## config.mk

```make
export PLATFORM = sky130hd
export DESIGN_NAME = dmux_stream
export DESIGN_NICKNAME = d
export VERILOG_FILES = /design/src/rtl/dmux_pkg.sv /design/src/rtl/dmux_fifo2.sv /design/src/rtl/dmux_stream.sv
export SDC_FILE = /design/constraint.sdc
export NUM_CORES = 1
export LEC_CHECK = 0
export BUFFER_PORTS_ARGS = -buffer_cell sky130_fd_sc_hd__buf_4
export CAP_MARGIN = 20
export CORE_AREA = 4 4 67 69
export CTS_BUF_LIST = sky130_fd_sc_hd__clkbuf_4
export CTS_CLUSTER_SIZE = 30
export DETAILED_ROUTE_END_ITERATION = 16
export DIE_AREA = 0 0 71 73
export PLACE_DENSITY = 0.8
export REMOVE_ABC_BUFFERS = 1
export SLEW_MARGIN = 20
export SYNTH_ARGS = -nofsm -noshare
export SYNTH_HDL_FRONTEND = slang
export SYNTH_SLANG_ARGS = --single-unit
```

## constraint.sdc

```tcl
create_clock -name clk -period 1.76 [get_ports clk]
set_input_delay 0.352 -clock clk [delete_from_list [all_inputs] [get_ports clk]]
set_output_delay 0.352 -clock clk [all_outputs]
set_load 0.02 [all_outputs]
```

## src/rtl/dmux_pkg.sv

```systemverilog
// dmux_pkg: buffer state encoding and destination select codes shared by the demux stage
package dmux_pkg;
  typedef logic [1:0] buf_state_t;
  localparam buf_state_t BUF_EMPTY = 2'd0;
  localparam buf_state_t BUF_ONE   = 2'd1;
  localparam buf_state_t BUF_FULL  = 2'd2;
  localparam logic SEL_A = 1'b0;
  localparam logic SEL_B = 1'b1;
endpackage

```

## src/rtl/dmux_fifo2.sv

```systemverilog
// dmux_fifo2: 2-entry elastic buffer; r_d0 always holds the oldest word so o_data needs no mux
module dmux_fifo2
  import dmux_pkg::*;
#(
  parameter int WIDTH = 8
) (
  input  logic             clk,
  input  logic             reset,
  input  logic             i_push,
  input  logic [WIDTH-1:0] i_data,
  input  logic             i_ready,
  output logic             o_full,
  output logic             o_valid,
  output logic [WIDTH-1:0] o_data
);
  buf_state_t       r_state;
  logic [WIDTH-1:0] r_d0, r_d1;
  logic             w_push, w_pop;
  assign o_valid = r_state != BUF_EMPTY;
  assign o_full  = r_state == BUF_FULL;
  assign o_data  = r_d0;
  assign w_pop   = o_valid && i_ready;
  assign w_push  = i_push && !o_full;
  always_ff @(posedge clk or posedge reset)
    if (reset) begin
      r_state <= BUF_EMPTY;
      r_d0    <= '0;
      r_d1    <= '0;
    end else begin
      r_state <= (w_push && !w_pop) ? (o_valid ? BUF_FULL : BUF_ONE) :
                 (w_pop && !w_push) ? (o_full ? BUF_ONE : BUF_EMPTY) : r_state;
      r_d0    <= w_pop ? (o_full ? r_d1 : i_data) : (w_push && !o_valid) ? i_data : r_d0;
      r_d1    <= (w_push && o_valid && !w_pop) ? i_data : r_d1;
    end
endmodule

```

## src/rtl/dmux_stream.sv

```systemverilog
// dmux_stream: registered 1-to-2 stream demux with a 2-entry buffer per output.
// Optional per-output delivery counters are built when DMUX_STREAM_COUNT_EN is defined.
module dmux_stream
  import dmux_pkg::*;
#(
  parameter int WIDTH   = 8,
  parameter int COUNT_W = 16
) (
  input  logic               clk,
  input  logic               reset,
  input  logic               in_valid,
  output logic               in_ready,
  input  logic [WIDTH-1:0]   in_data,
  input  logic               in_sel,
  output logic               a_valid,
  input  logic               a_ready,
  output logic [WIDTH-1:0]   a_data,
  output logic               b_valid,
  input  logic               b_ready,
  output logic [WIDTH-1:0]   b_data,
  output logic [COUNT_W-1:0] a_count,
  output logic [COUNT_W-1:0] b_count
);
  logic w_full_a, w_full_b, w_push_a, w_push_b;
  // in_ready looks only at the selected buffer's state, never at the consumer readies
  assign in_ready = (in_sel == SEL_B) ? !w_full_b : !w_full_a;
  assign w_push_a = in_valid && in_ready && (in_sel == SEL_A);
  assign w_push_b = in_valid && in_ready && (in_sel == SEL_B);
  dmux_fifo2 #(.WIDTH(WIDTH)) u_fifo_a (
    .clk(clk), .reset(reset), .i_push(w_push_a), .i_data(in_data), .i_ready(a_ready),
    .o_full(w_full_a), .o_valid(a_valid), .o_data(a_data)
  );
  dmux_fifo2 #(.WIDTH(WIDTH)) u_fifo_b (
    .clk(clk), .reset(reset), .i_push(w_push_b), .i_data(in_data), .i_ready(b_ready),
    .o_full(w_full_b), .o_valid(b_valid), .o_data(b_data)
  );
`ifdef DMUX_STREAM_COUNT_EN
  logic [COUNT_W-1:0] r_a_count, r_b_count;
  always_ff @(posedge clk or posedge reset)
    if (reset) begin
      r_a_count <= '0;
      r_b_count <= '0;
    end else begin
      r_a_count <= (a_valid && a_ready) ? r_a_count + COUNT_W'(1) : r_a_count;
      r_b_count <= (b_valid && b_ready) ? r_b_count + COUNT_W'(1) : r_b_count;
    end
  assign a_count = r_a_count;
  assign b_count = r_b_count;
`else
  assign a_count = '0;
  assign b_count = '0;
`endif
endmodule

```

======== After elaboration in Yosys (flattened, before gate mapping) ========
Cells that the tools add are included.
Widths: inputs -> output; s select.
word-level totals
  output and inout port bits .............. 51
  word-level logic and storage cells ...... 55
  bits in registers ....................... 36
cells by class
  reduce and logical (&&, ||, !) cells .... 31
  bitwise logic cells ..................... 1
  muxes and demuxes ....................... 15
  equality and inequality tests ........... 2
operator list
  operator            count
  $mux 8              6
  $logic_and 1x1->1   17
  $mux 2              6
  $reduce_bool 2->1   6
  $logic_not 1->1     8
  $eq 2x2->1 const B  2
  $mux 1              3
  $not 1->1           1

======== Depth between registers and ports, before layout ========
  depth after elaboration ................. 10
  depth in mapped cells ................... 8
  gate-level depth less buffers ........... 7

======== By module ========
A second synthesis with hierarchy kept.
unflattened totals
  cell total of the unflattened synthesis .. 198
  area, all modules ....................... 2122.0 um^2
by module, submodules not included
  module       instances  sequential area each (um^2)  cells an instance  area each (um^2)
  dmux_fifo2   2          450.4                        81                 925.9
  dmux_stream  1          0.0                          36                 270.3

======== Worst setup path before layout ========
OpenSTA, ideal clock, no wires.
  path kind ............................... register to register
  from .................................... register u_fifo_a.r_state[1]
  to ...................................... register u_fifo_a.r_state[1]
  slack ................................... 0.210 ns
  data required time ...................... 1.683 ns
  data arrival time ....................... 1.472 ns
  period minus slack after synthesis ...... 1.550 ns
  cell stages (with the launch flop) ...... 7
  cell sequence ........................... dfrtp_1 -> o21a_1 -> clkbuf_1 -> inv_1 -> ha_1 -> nand2b_1 -> a21oi_1
on the way
  cells in the longest elaborated chain, start to end .. 9
  elaborated cells between the ends (all ways) .. 15
  those cells by class .................... 1 x eq/ne; 3 x mux; 11 x reduce/logical
RTL lines
  what                                RTL line                             text
  start, declared                     dmux_fifo2.sv:16                     buf_state_t r_state;
  start signal, assigned              dmux_fifo2.sv:30                     r_state <= (w_push && !w_pop) ? (o_valid ? BUF_FULL : BUF_ONE) :
  $eq 2x2->1                          dmux_fifo2.sv:20                     assign o_full = r_state == BUF_FULL;
  $logic_not 1->1                     dmux_fifo2.sv:23, dmux_stream.sv:26
  $mux 1                              dmux_stream.sv:26                    assign in_ready = (in_sel == SEL_B) ? !w_full_b : !w_full_a;
  $logic_and 1x1->1 (2 in series)     dmux_stream.sv:27                    assign w_push_a = in_valid && in_ready && (in_sel == SEL_A);
  $logic_and 1x1->1                   dmux_fifo2.sv:23                     assign w_push = i_push && !o_full;
  $logic_not 1->1                     dmux_fifo2.sv:31                     (w_pop && !w_push) ? (o_full ? BUF_ONE : BUF_EMPTY) : r_state;
  $logic_and 1x1->1                   dmux_fifo2.sv:31
  $reduce_bool 2->1 (no source line)  -
Parallel ways exist; a longest one is shown, timed or not.
A chain may end at the register's enable or synchronous reset.

======== Worst setup path after layout ========
  from .................................... register u_fifo_b.r_state[0]
  to ...................................... output port in_ready
on the way
  cells in the longest elaborated chain, start to end .. 3
RTL lines
  what                    RTL line           text
  start, declared         dmux_fifo2.sv:16
  start signal, assigned  dmux_fifo2.sv:30
  $eq 2x2->1              dmux_fifo2.sv:20
  $logic_not 1->1         dmux_stream.sv:26
  $mux 1                  dmux_stream.sv:26
  end, declared           dmux_stream.sv:12  output logic in_ready,
No other way between the ends.

==> run_results.csv <==
group,metric,value,unit
critical_path,setup.worst_path.class,"flop to output port",
cts,cts_root_buffer,"clkbuf_4",
min_path,min_path_type,"input port to async pin",
global_route,grt_use_total,0.153,
die,ios,65,
global_route,antenna_found_initial,0,
global_route,overflow,0,
flow_run,maxCapViolations,0,
drt,finalWirelength,3680,um
die,die_h,73,um
yosys,syn_avg_cell_area,11.2,um^2
yosys,synth.distinct_cells,35,
yosys,postSynthCellCount,176,
global_route,grt_pass1_wl,6180,um
power_and_ir_drop,peakVddDrop,0.000615,V
drt,viasPerCell,4.90,
drt,drc,0,
timing,period_share,0.967,
timing,whs,90.8,ps
cts,ctsHoldBuffers,0,
cts,clkTransAtPathRegs,110,ps
critical_path,arrival,1350,ps
layout,finalNetCount,228,
timing,hold_viol,0,
timing,max_freq,588,MHz
cts,clockBufferDepth,2,
cts,htreeDepth,2,
placement,gp_congestion,0.750,
die,initial_core_util,0.503,
drt,drt-initial-drc-count,58,
drt,vias,1289,
cts,tritoncts,"built",
power_and_ir_drop,fin_total_pwr,3.73,mW
layout,area_delta_synth_final,12.8,%
die,dieArea,5180,um^2
layout,antennaDiodeCount,0,
die,die_w,71,um
critical_path,cp_data_required_time,1410,ps
yosys,ys_ff_latch,36,
timing,min_period,1700,ps
drt,drtPass1Iterations,4,
yosys,yosysTopAreaCellShare,0.457,
drt,antenna_left,0,
yosys,synthTopCellsByArea,"dfrtp_1, buf_4, mux2_2",
yosys,netlist_area,1970,um^2
global_route,grt_max_degree,37,
global_route,first_global_vias,1268,
cts,cts.sinks,36,
yosys,ys_seq_area_frac,0.457,
yosys,synth_top_area_cell,"dfrtp_1",
die,coreArea,3910,um^2
drt,post_drt_wl_per_cell,14.0,um
status,status,"finished, final reports clean",
placement,hpwl,2760,um
yosys,ys_warn_count,0,
critical_path,slowest_delay,490,ps
placement,port_buffers,32,
power_and_ir_drop,p_leak,1.02,nW
critical_path,start_kind,"flop",
die,rows,23,
timing,final-setup-viol-count,0,
critical_path,crit_fanout,9,
power_and_ir_drop,p_per_area,1680,nW/um^2
timing,finClkSkew,15.8,ps
layout,drive_gt1_frac,0.352,
cts,clk_latency,340,ps
critical_path,cp_cell_sequence,"nor2b_1 > mux2i_1 > buf_4",
cts,cts_buffers,5,
critical_path,cp_slowest_cell,"dfrtp_1",
critical_path,cp-end-kind,"output port",
timing,slew_viol_final,0,
## what timing repair did
action	CTS	global route
gates resized for setup	1	2
buffers inserted	0	1
setup endpoints to repair	1	1
## worst max-delay path: cells and delay by family, from the launching register on
family	cells	cell delay, ps
flops	1	490
mux	1	120
buf+inv	1	170
simple gates	1	240
## flip-flops by register name, indices dropped and copies added, names as in the netlist
name	flops
u_fifo_a.o_data	8
u_fifo_b.r_state	2
u_fifo_a.r_d1	8
u_fifo_b.r_d1	8
u_fifo_a.r_state	2
u_fifo_b.o_data	8
## Yosys cell counts, drive strengths merged
cell,count
o221a,8
nand3b,2
a21oi,1
nand4b,1
o21a,1
nor3b,1
nor2b,2
or2,9
o2bb2a,1
clkinv,1
o22a,1
nor4b,1
conb,1
buf,39
nor2,11
nor4bb,1
xnor2,2
a21o,2
clkbuf,1
nand2,2
inv,2
o32ai,8
mux2i,1
dfrtp,36
nor3,18
o21ai,2
ha,2
nand2b,2
mux2,16
or4b,1
## power by group
part	internal, mW	leakage [nW]	total (mW)	switching [mW]
clock	0.290	0.0403	0.564	0.274
sequential	1.22	0.427	1.49	0.268
combinational	0.826	0.548	1.67	0.845
## layout make-up
class	count	area, um^2
inverter	3	11.3
sequential	36	903
multi-input combinational	128	883
clock inverter	3	37.5
tap	50	62.6
fill	358	1690
clock buffer	5	37.5
timing repair buffer	38	285
## path summary, 6_finish.rpt
path	from	slack, ps	cells after the start	to
worst min-delay path	reset	90	3	u_fifo_a.r_state[1]$_DFFE_PP0P_
worst max register to register	u_fifo_a.r_state[0]$_DFFE_PP0P_	220	3	u_fifo_a.r_d1[2]$_DFFE_PP0P_
worst max-delay path	u_fifo_b.r_state[0]$_DFFE_PP0P_	60	3	in_ready
max in group asynchronous	reset	1350	3	u_fifo_a.r_state[0]$_DFFE_PP0P_
min in group clk	in_data[4]	280	2	u_fifo_a.r_d1[4]$_DFFE_PP0P_
worst min register to register	u_fifo_b.r_d1[6]$_DFFE_PP0P_	510	1	u_fifo_b.r_d1[6]$_DFFE_PP0P_
## layout by cell type (no fill, tap or decap), types with 2 or more instances in the layout
cell type,count
conb_1,32
xnor2_1,2
nor2b_1,2
ha_1,2
mux2_2,16
nor2_1,10
nand3b_1,2
o32ai_1,8
nand2_1,2
inv_1,2
clkinv_1,3
o221a_1,8
or2_2,8
nor3_1,18
buf_4,38
dfrtp_2,2
clkbuf_4,5
dfrtp_1,34
a21o_1,2
nand2b_1,2
## metrics by stage
step                utilization  setup slack [ps]  setup TNS, ps  instances  cell area [um^2]
floorplan                     -              -213          -1700        167              1790
global placement          0.545               247              0        254              2130
detailed placement        0.545               198              0        254              2130
CTS                       0.565              12.8              0        262              2210
global route              0.567             -2.32          -2.32        263              2220
finish                    0.567              58.9              0        263              2220
## cell families after synthesis
kind of cell | after synthesis | share of synthesized area
adder cells (fa/ha/maj) | 2 | 0.0127
other | 1 | 0.00190
buffers and inverters | 43 | 0.154
AND/OR/NAND/NOR | 51 | 0.151
flip-flops | 36 | 0.457
AO/OA/AOI/OAI | 24 | 0.117
XOR/XNOR | 2 | 0.00890
multiplexers | 17 | 0.0966
## routing by layer
metal	global-route usage	vias up	part of all wire
met5	0	-	0
met4	0.0752	0	0.019
met3	0.0331	7	0.070
met2	0.236	42	0.48
met1	0.205	602	0.43
li1	-	638	-
Note: power is estimated with default switching activity, not from simulation.
